## config.mk

```make
export PLATFORM = sky130hd
export DESIGN_NAME = satalnk_txframe
export DESIGN_NICKNAME = d
export VERILOG_FILES = /design/src/rtl/satalnk_pkg.sv /design/src/rtl/satalnk_scrambler.sv /design/src/rtl/satalnk_txframe.sv
export SDC_FILE = /design/constraint.sdc
export NUM_CORES = 1
export LEC_CHECK = 0
export ABC_AREA = 1
export CAP_MARGIN = 20
export CORE_AREA = 2 2 155 142
export DETAILED_ROUTE_END_ITERATION = 10
export DIE_AREA = 0 0 157 144
export GPL_ROUTABILITY_DRIVEN = 0
export HOLD_SLACK_MARGIN = 0.1
export PLACE_DENSITY_LB_ADDON = 0.3
export SETUP_SLACK_MARGIN = 0.15
export SYNTH_ARGS = -nofsm -noshare
export SYNTH_HDL_FRONTEND = slang
export SYNTH_SLANG_ARGS = --single-unit
export TNS_END_PERCENT = 100
```

## constraint.sdc

```tcl
create_clock -name i_clk -period 6.5 [get_ports i_clk]
set_input_delay 1.95 -clock i_clk [delete_from_list [all_inputs] [get_ports i_clk]]
set_output_delay 1.95 -clock i_clk [all_outputs]
set_load 0.1 [all_outputs]
```

## src/rtl/satalnk_pkg.sv

```systemverilog
// Shared SATA link-layer constants: primitives, scrambler/CRC seeds and
// polynomials, and the TX framer state encoding.
package satalnk_pkg;

  localparam logic [32:0] P_SYNC  = 33'h17c95b5b5;
  localparam logic [32:0] P_SOF   = 33'h17cb53737;
  localparam logic [32:0] P_EOF   = 33'h17cb5d5d5;
  localparam logic [32:0] P_HOLD  = 33'h17caad5d5;
  localparam logic [32:0] P_ALIGN = 33'h1bc4a4a7b;
  localparam logic [32:0] P_CONT  = 33'h17caa9999;

  localparam logic [15:0] SCR_SEED = 16'hffff;
  localparam logic [15:0] SCR_POLY = 16'ha011;
  localparam logic [31:0] CRC_SEED = 32'h52325032;
  localparam logic [31:0] CRC_POLY32 = 32'h04c11db7;

  typedef enum logic [2:0] {
    S_IDLE = 3'd0,
    S_SOF  = 3'd1,
    S_DATA = 3'd2,
    S_CRC  = 3'd3,
    S_EOF  = 3'd4
  } txf_state_t;

endpackage

```

## src/rtl/satalnk_scrambler.sv

```systemverilog
// SATA scrambler: 16-bit LFSR stepped 32 times per DWORD, mask taken
// MSB-first. Shared by the TX framer and the RX descrambler.
module satalnk_scrambler
  import satalnk_pkg::*;
#(
  parameter logic        OPT_LITTLE_ENDIAN = 1'b0,
  parameter logic [15:0] SEED              = SCR_SEED,
  parameter logic [15:0] POLY              = SCR_POLY
) (
  input  logic        i_clk,
  input  logic        i_reset,
  input  logic        i_load,
  input  logic        i_advance,
  output logic [31:0] o_mask
);

  logic [15:0] fill_q, fill_d;
  logic [31:0] raw;

  always_comb begin
    fill_d = fill_q;
    raw    = '0;
    for (int k = 0; k < 32; k++) begin
      raw[31-k] = fill_d[15];
      fill_d    = {fill_d[14:0], 1'b0} ^ (fill_d[15] ? POLY : 16'h0000);
    end
  end

  // The inserter consumes bytes in wire order, so big-endian builds swap.
  assign o_mask = OPT_LITTLE_ENDIAN ? raw
                                    : {raw[7:0], raw[15:8], raw[23:16], raw[31:24]};

  always_ff @(posedge i_clk) begin
    if (i_reset || i_load) begin
      fill_q <= SEED;
    end else if (i_advance) begin
      fill_q <= fill_d;
    end
  end

endmodule

```

## src/rtl/satalnk_txframe.sv

```systemverilog
// SATA link-layer TX framer: SYNC fill, SOF, scrambled payload + CRC, EOF,
// HOLD on starvation. Optional macro SATALNK_TXFRAME_CRCERR_EN adds i_cfg_crc_err.
module satalnk_txframe
  import satalnk_pkg::*;
#(
  parameter logic        OPT_LITTLE_ENDIAN = 1'b0,
  parameter logic [15:0] INITIAL_SCRAMBLER = 16'hffff,
  parameter logic [15:0] SCRAMBLER_POLY    = 16'ha011,
  parameter logic [31:0] CRC_POLY          = 32'h04c11db7,
  parameter logic [31:0] INITIAL_CRC       = 32'h52325032,
  parameter logic [32:0] PRIM_SYNC         = P_SYNC,
  parameter logic [32:0] PRIM_SOF          = P_SOF,
  parameter logic [32:0] PRIM_EOF          = P_EOF,
  parameter logic [32:0] PRIM_HOLD         = P_HOLD
) (
  input  logic        i_clk,
  input  logic        i_reset,
`ifdef SATALNK_TXFRAME_CRCERR_EN
  input  logic        i_cfg_crc_err,
`endif
  input  logic        s_valid,
  output logic        s_ready,
  input  logic [31:0] s_data,
  input  logic        s_last,
  input  logic        m_ready,
  output logic [32:0] m_data,
  output logic        o_busy
);

  txf_state_t  state_q, state_d;
  logic [32:0] m_data_q, m_data_d;
  logic [31:0] crc_q, crc_d;
  logic [31:0] crc_out;
  logic [31:0] mask;
  logic        scr_load, scr_adv;

  function automatic logic [31:0] crc32_step(input logic [31:0] c, input logic [31:0] d);
    logic [31:0] r;
    r = c;
    for (int i = 31; i >= 0; i--) begin
      r = {r[30:0], 1'b0} ^ ((r[31] ^ d[i]) ? CRC_POLY : 32'h0);
    end
    return r;
  endfunction

`ifdef SATALNK_TXFRAME_CRCERR_EN
  assign crc_out = crc_q ^ {32{i_cfg_crc_err}};
`else
  assign crc_out = crc_q;
`endif

  satalnk_scrambler #(
    .OPT_LITTLE_ENDIAN (OPT_LITTLE_ENDIAN),
    .SEED              (INITIAL_SCRAMBLER),
    .POLY              (SCRAMBLER_POLY)
  ) u_scrambler (
    .i_clk     (i_clk),
    .i_reset   (i_reset),
    .i_load    (scr_load),
    .i_advance (scr_adv),
    .o_mask    (mask)
  );

  // Nothing moves unless the inserter takes the current word.
  always_comb begin
    state_d  = state_q;
    m_data_d = m_data_q;
    crc_d    = crc_q;
    scr_load = 1'b0;
    scr_adv  = 1'b0;
    if (m_ready) begin
      case (state_q)
        S_IDLE: begin
          m_data_d = PRIM_SYNC;
          if (s_valid) state_d = S_SOF;
        end
        S_SOF: begin
          m_data_d = PRIM_SOF;
          crc_d    = INITIAL_CRC;
          scr_load = 1'b1;
          state_d  = S_DATA;
        end
        S_DATA: begin
          if (s_valid) begin
            m_data_d = {1'b0, s_data ^ mask};
            crc_d    = crc32_step(crc_q, s_data);
            scr_adv  = 1'b1;
            if (s_last) state_d = S_CRC;
          end else begin
            m_data_d = PRIM_HOLD;
          end
        end
        S_CRC: begin
          m_data_d = {1'b0, crc_out ^ mask};
          scr_adv  = 1'b1;
          state_d  = S_EOF;
        end
        S_EOF: begin
          m_data_d = PRIM_EOF;
          state_d  = S_IDLE;
        end
        default: state_d = S_IDLE;
      endcase
    end
  end

  always_ff @(posedge i_clk) begin
    if (i_reset) begin
      state_q  <= S_IDLE;
      m_data_q <= PRIM_SYNC;
      crc_q    <= INITIAL_CRC;
    end else begin
      state_q  <= state_d;
      m_data_q <= m_data_d;
      crc_q    <= crc_d;
    end
  end

  assign s_ready = m_ready && (state_q == S_DATA);
  assign m_data  = m_data_q;
  assign o_busy  = (state_q != S_IDLE);

endmodule

```

==> reports/qor.yml, run 1 <==
drv_slew: 0
cts_buffer_depth: 2
mostFrequentLayoutCells: "nand2_1 (246), xor2_1 (221), inv_1 (105)"
synth.largest_area_cell: "xor2_1"
rows: 51
synth.ff_latch_count: 84
tightest_slew_ns: 1.02
cp-end-kind: "flop"
wl_met2_um: 14100
drtIter0Drc: 990
syn_nets: 1334
via_count: 9055
criticalPathCategory: "in -> reg"
finalHoldViolCount: 0
crit_arrival_ns: 6.39
fmax_mhz: 164
min_period_over_period: 0.939
drtAntennaViolNets: 0
slew_headroom: 0.316
io_pins: 72
drive_above_1_share: 0.196
drc: 0
synth.top_cell.area_share: 0.210
final_common_cell: "nand2_1"
overflow: 0
netlist_top_cells_area: "xor2_1 (21%), dfxtp_1 (18%), nand2_1 (9.9%), xnor2_1 (9.2%), nand3_1 (5.2%)"
nNetsFinal: 1458
cpMaxStageDelayCell: "xor2_1"
drt-total-wl_um: 31900
hold-worst-slack_ns: 0.461
rr_startpoint: "u_scrambler.fill_q[15]$_SDFFE_PP1P_"
cp_num_buf_inv: 5
grtUsageTotal: 0.285
synth.cell_area_mm2: 0.00932
cts-root-buf: "clkbuf_16"
r2r_slack_ns: 0.69
cp_max_fo: 6
crit_path_max_incr_delay_ns: 0.55
die_w_um: 157
cts_made_buffers: 9
cp-endpoint: "crc_out[10]$_SDFFE_PP0P_"
startpoint: "s_data[24]"
die-area_mm2: 0.0226
diodes: 0
regToRegEndpoint: "m_data[24]$_SDFFE_PP0P_"
grt_start_max_net_pins: 58
min_path_type: "reg -> reg"
fin_crit_ns: 6.10
cp.depth: 18
wl_per_cell_um: 18.6
antenna_found_initial: 0
grt_pass1_vias: 8239
maxCapViolations: 0
top_layer_used: "met4"
ys_seq_area_frac: 0.181
setup_viol: 0
netlist_instances: 1297
start_kind: "primary input"
rsz0062_at_grt: "no"
core_area_mm2: 0.0211
die_h_um: 144
clkLatencyLatePin_ns: 0.35
path_clk_slew_ns: 0.06
crit_family: "XOR/XNOR gates"
syn_avg_cell_area_um2: 7.18
synth_cell_types: 43
ff2ff_path_depth: 47
h-tree-depth: 3
grt_pass1_wl_um: 48200
fin_util: 0.533
dr.pass1.iters: 5
status: "finished clean"
path_common_cell: "xor2_1"
num-fill-cells: 2072
required_ns: 6.78
dp_hpwl_um: 25900
drt-vias-per-instance: 5.27
initial_utilization: 0.441
tns_ns: 0
path_cells: "clkdlybuf4s50_1 -> xor2_1 -> xnor2_2 -> xor2_1 -> xnor2_1 -> buf_4 -> xnor2_1 -> xor2_1 -> buf_4 -> xor2_1 -> xor2_1 -> xor2_1 -> buf_4 -> xnor2_1 -> buf_4 -> xor2_1 -> nand2_1 -> a21oi_1"
area_growth_syn_to_layout_pct: 20.9
postCtsHoldBufs: 0
synth_warnings: 0
worstHoldStart: "m_data[25]$_SDFFE_PP0P_"
portBuffers: 71
cts.sinks: 84
met1_length_um: 13700
route.met3.wl_um: 2860
cts_tree: "done"
finClkSkew_ns: 0.00748
==> per-stage QoR <==
stage	area [um2]	setup WS [ns]	std cells
floorplan	9320	0.419	1297
global placement	10800	0.00394	1697
detailed placement	10800	-0.0860	1697
CTS	11100	0.243	1713
global route	11300	0.151	1717
finish	11300	0.395	1717
==> synthesized netlist by cell type <==
master,n
nand2_1,246
clkbuf_1,25
o311ai_0,3
inv_4,2
a21oi_2,1
nand3_4,14
a211o_1,2
o32ai_1,2
nand2_2,67
o21ai_1,3
xnor2_1,98
buf_2,2
or2_2,20
dfxtp_1,84
a21boi_0,1
xor2_2,1
clkinv_1,2
inv_1,105
a211oi_1,1
and2_1,1
a21oi_1,68
nand2_8,7
a32o_1,1
nor2_1,48
dlygate4sd3_1,1
o221ai_1,6
o21ai_0,58
inv_2,12
a31oi_1,3
o31ai_1,1
nand3b_1,2
nand2_4,31
buf_6,1
or2_1,1
xor2_1,223
xor2_4,2
nor3_1,1
nand3_2,20
nand4_1,2
o22ai_1,5
nand3_1,97
o211ai_1,25
buf_4,2
==> cell families after synthesis <==
group,count (synthesis),synth area share
simple gates,557,0.334
flops,84,0.181
xor+xnor,324,0.309
compound gates,180,0.111
buf+inv,152,0.0643
==> worst min-delay path by stage <==
stage | end | slack [ns] | cells past startpoint
finish | m_data[25]$_SDFFE_PP0P_ | 0.46 | 2
CTS | m_data[14]$_SDFFE_PP0P_ | 0.47 | 2
detailed placement | m_data[10]$_SDFFE_PP1P_ | 0.45 | 2
global route | m_data[14]$_SDFFE_PP0P_ | 0.49 | 2
floorplan | crc_out[18]$_SDFFE_PP0P_ | 0.46 | 2
global placement | m_data[23]$_SDFFE_PP1P_ | 0.45 | 1
==> worst reg2reg max path: cells and delay by family, from the launching register on <==
family / cells / cell delay, ns
DFF: 1 / 0.42
xor gates and xnor gates: 1 / 0.23
and+or+nand+nor: 42 / 4.48
buffers and inverters: 3 / 0.45
AOI/OAI and AO/OA: 1 / 0.05
==> sequential cells by signal, summed over array words and instances, names as in the netlist <==
register            flops
u_scrambler.fill_q     16
crc_out                32
state_q                 3
m_data                 33
==> final cells by class <==
cell class	count	area, um2	area share
tap	291	364	0.0323
inverter	121	459	0.0408
timing repair buffer	144	1260	0.112
clock buffer	11	233	0.0207
sequential	84	1690	0.150
clock inverter	5	108	0.00955
multi-input combinational	1061	7150	0.635
==> repair_timing <==
action	in CTS	in global routing
setup buffers	0	4
gates resized for setup	0	17
endpoints found under the setup margin	0	24
==> routing by layer <==
layer	global-route usage	vias up
met5	0	-
met4	0.119	0
met3	0.0387	62
met2	0.452	419
met1	0.390	4177
li1	-	4397
Power of run 1 is left out: the tool's default activity adds up to more than one toggle a clock period on the data nets, which glitch-free logic cannot reach.
==> inputs of run 2 (changes only) <==
--- a/config.mk
+++ b/config.mk
@@ -8,6 +8,7 @@
 export ABC_AREA = 1
 export CAP_MARGIN = 20
 export CORE_AREA = 2 2 155 142
+export CTS_CLUSTER_SIZE = 10
 export DETAILED_ROUTE_END_ITERATION = 10
 export DIE_AREA = 0 0 157 144
 export GPL_ROUTABILITY_DRIVEN = 0
==> results of run 2 <==
The final DEF is identical to that of run 1; final timing and power are the same.
Power of run 2 is left out for the same reason.
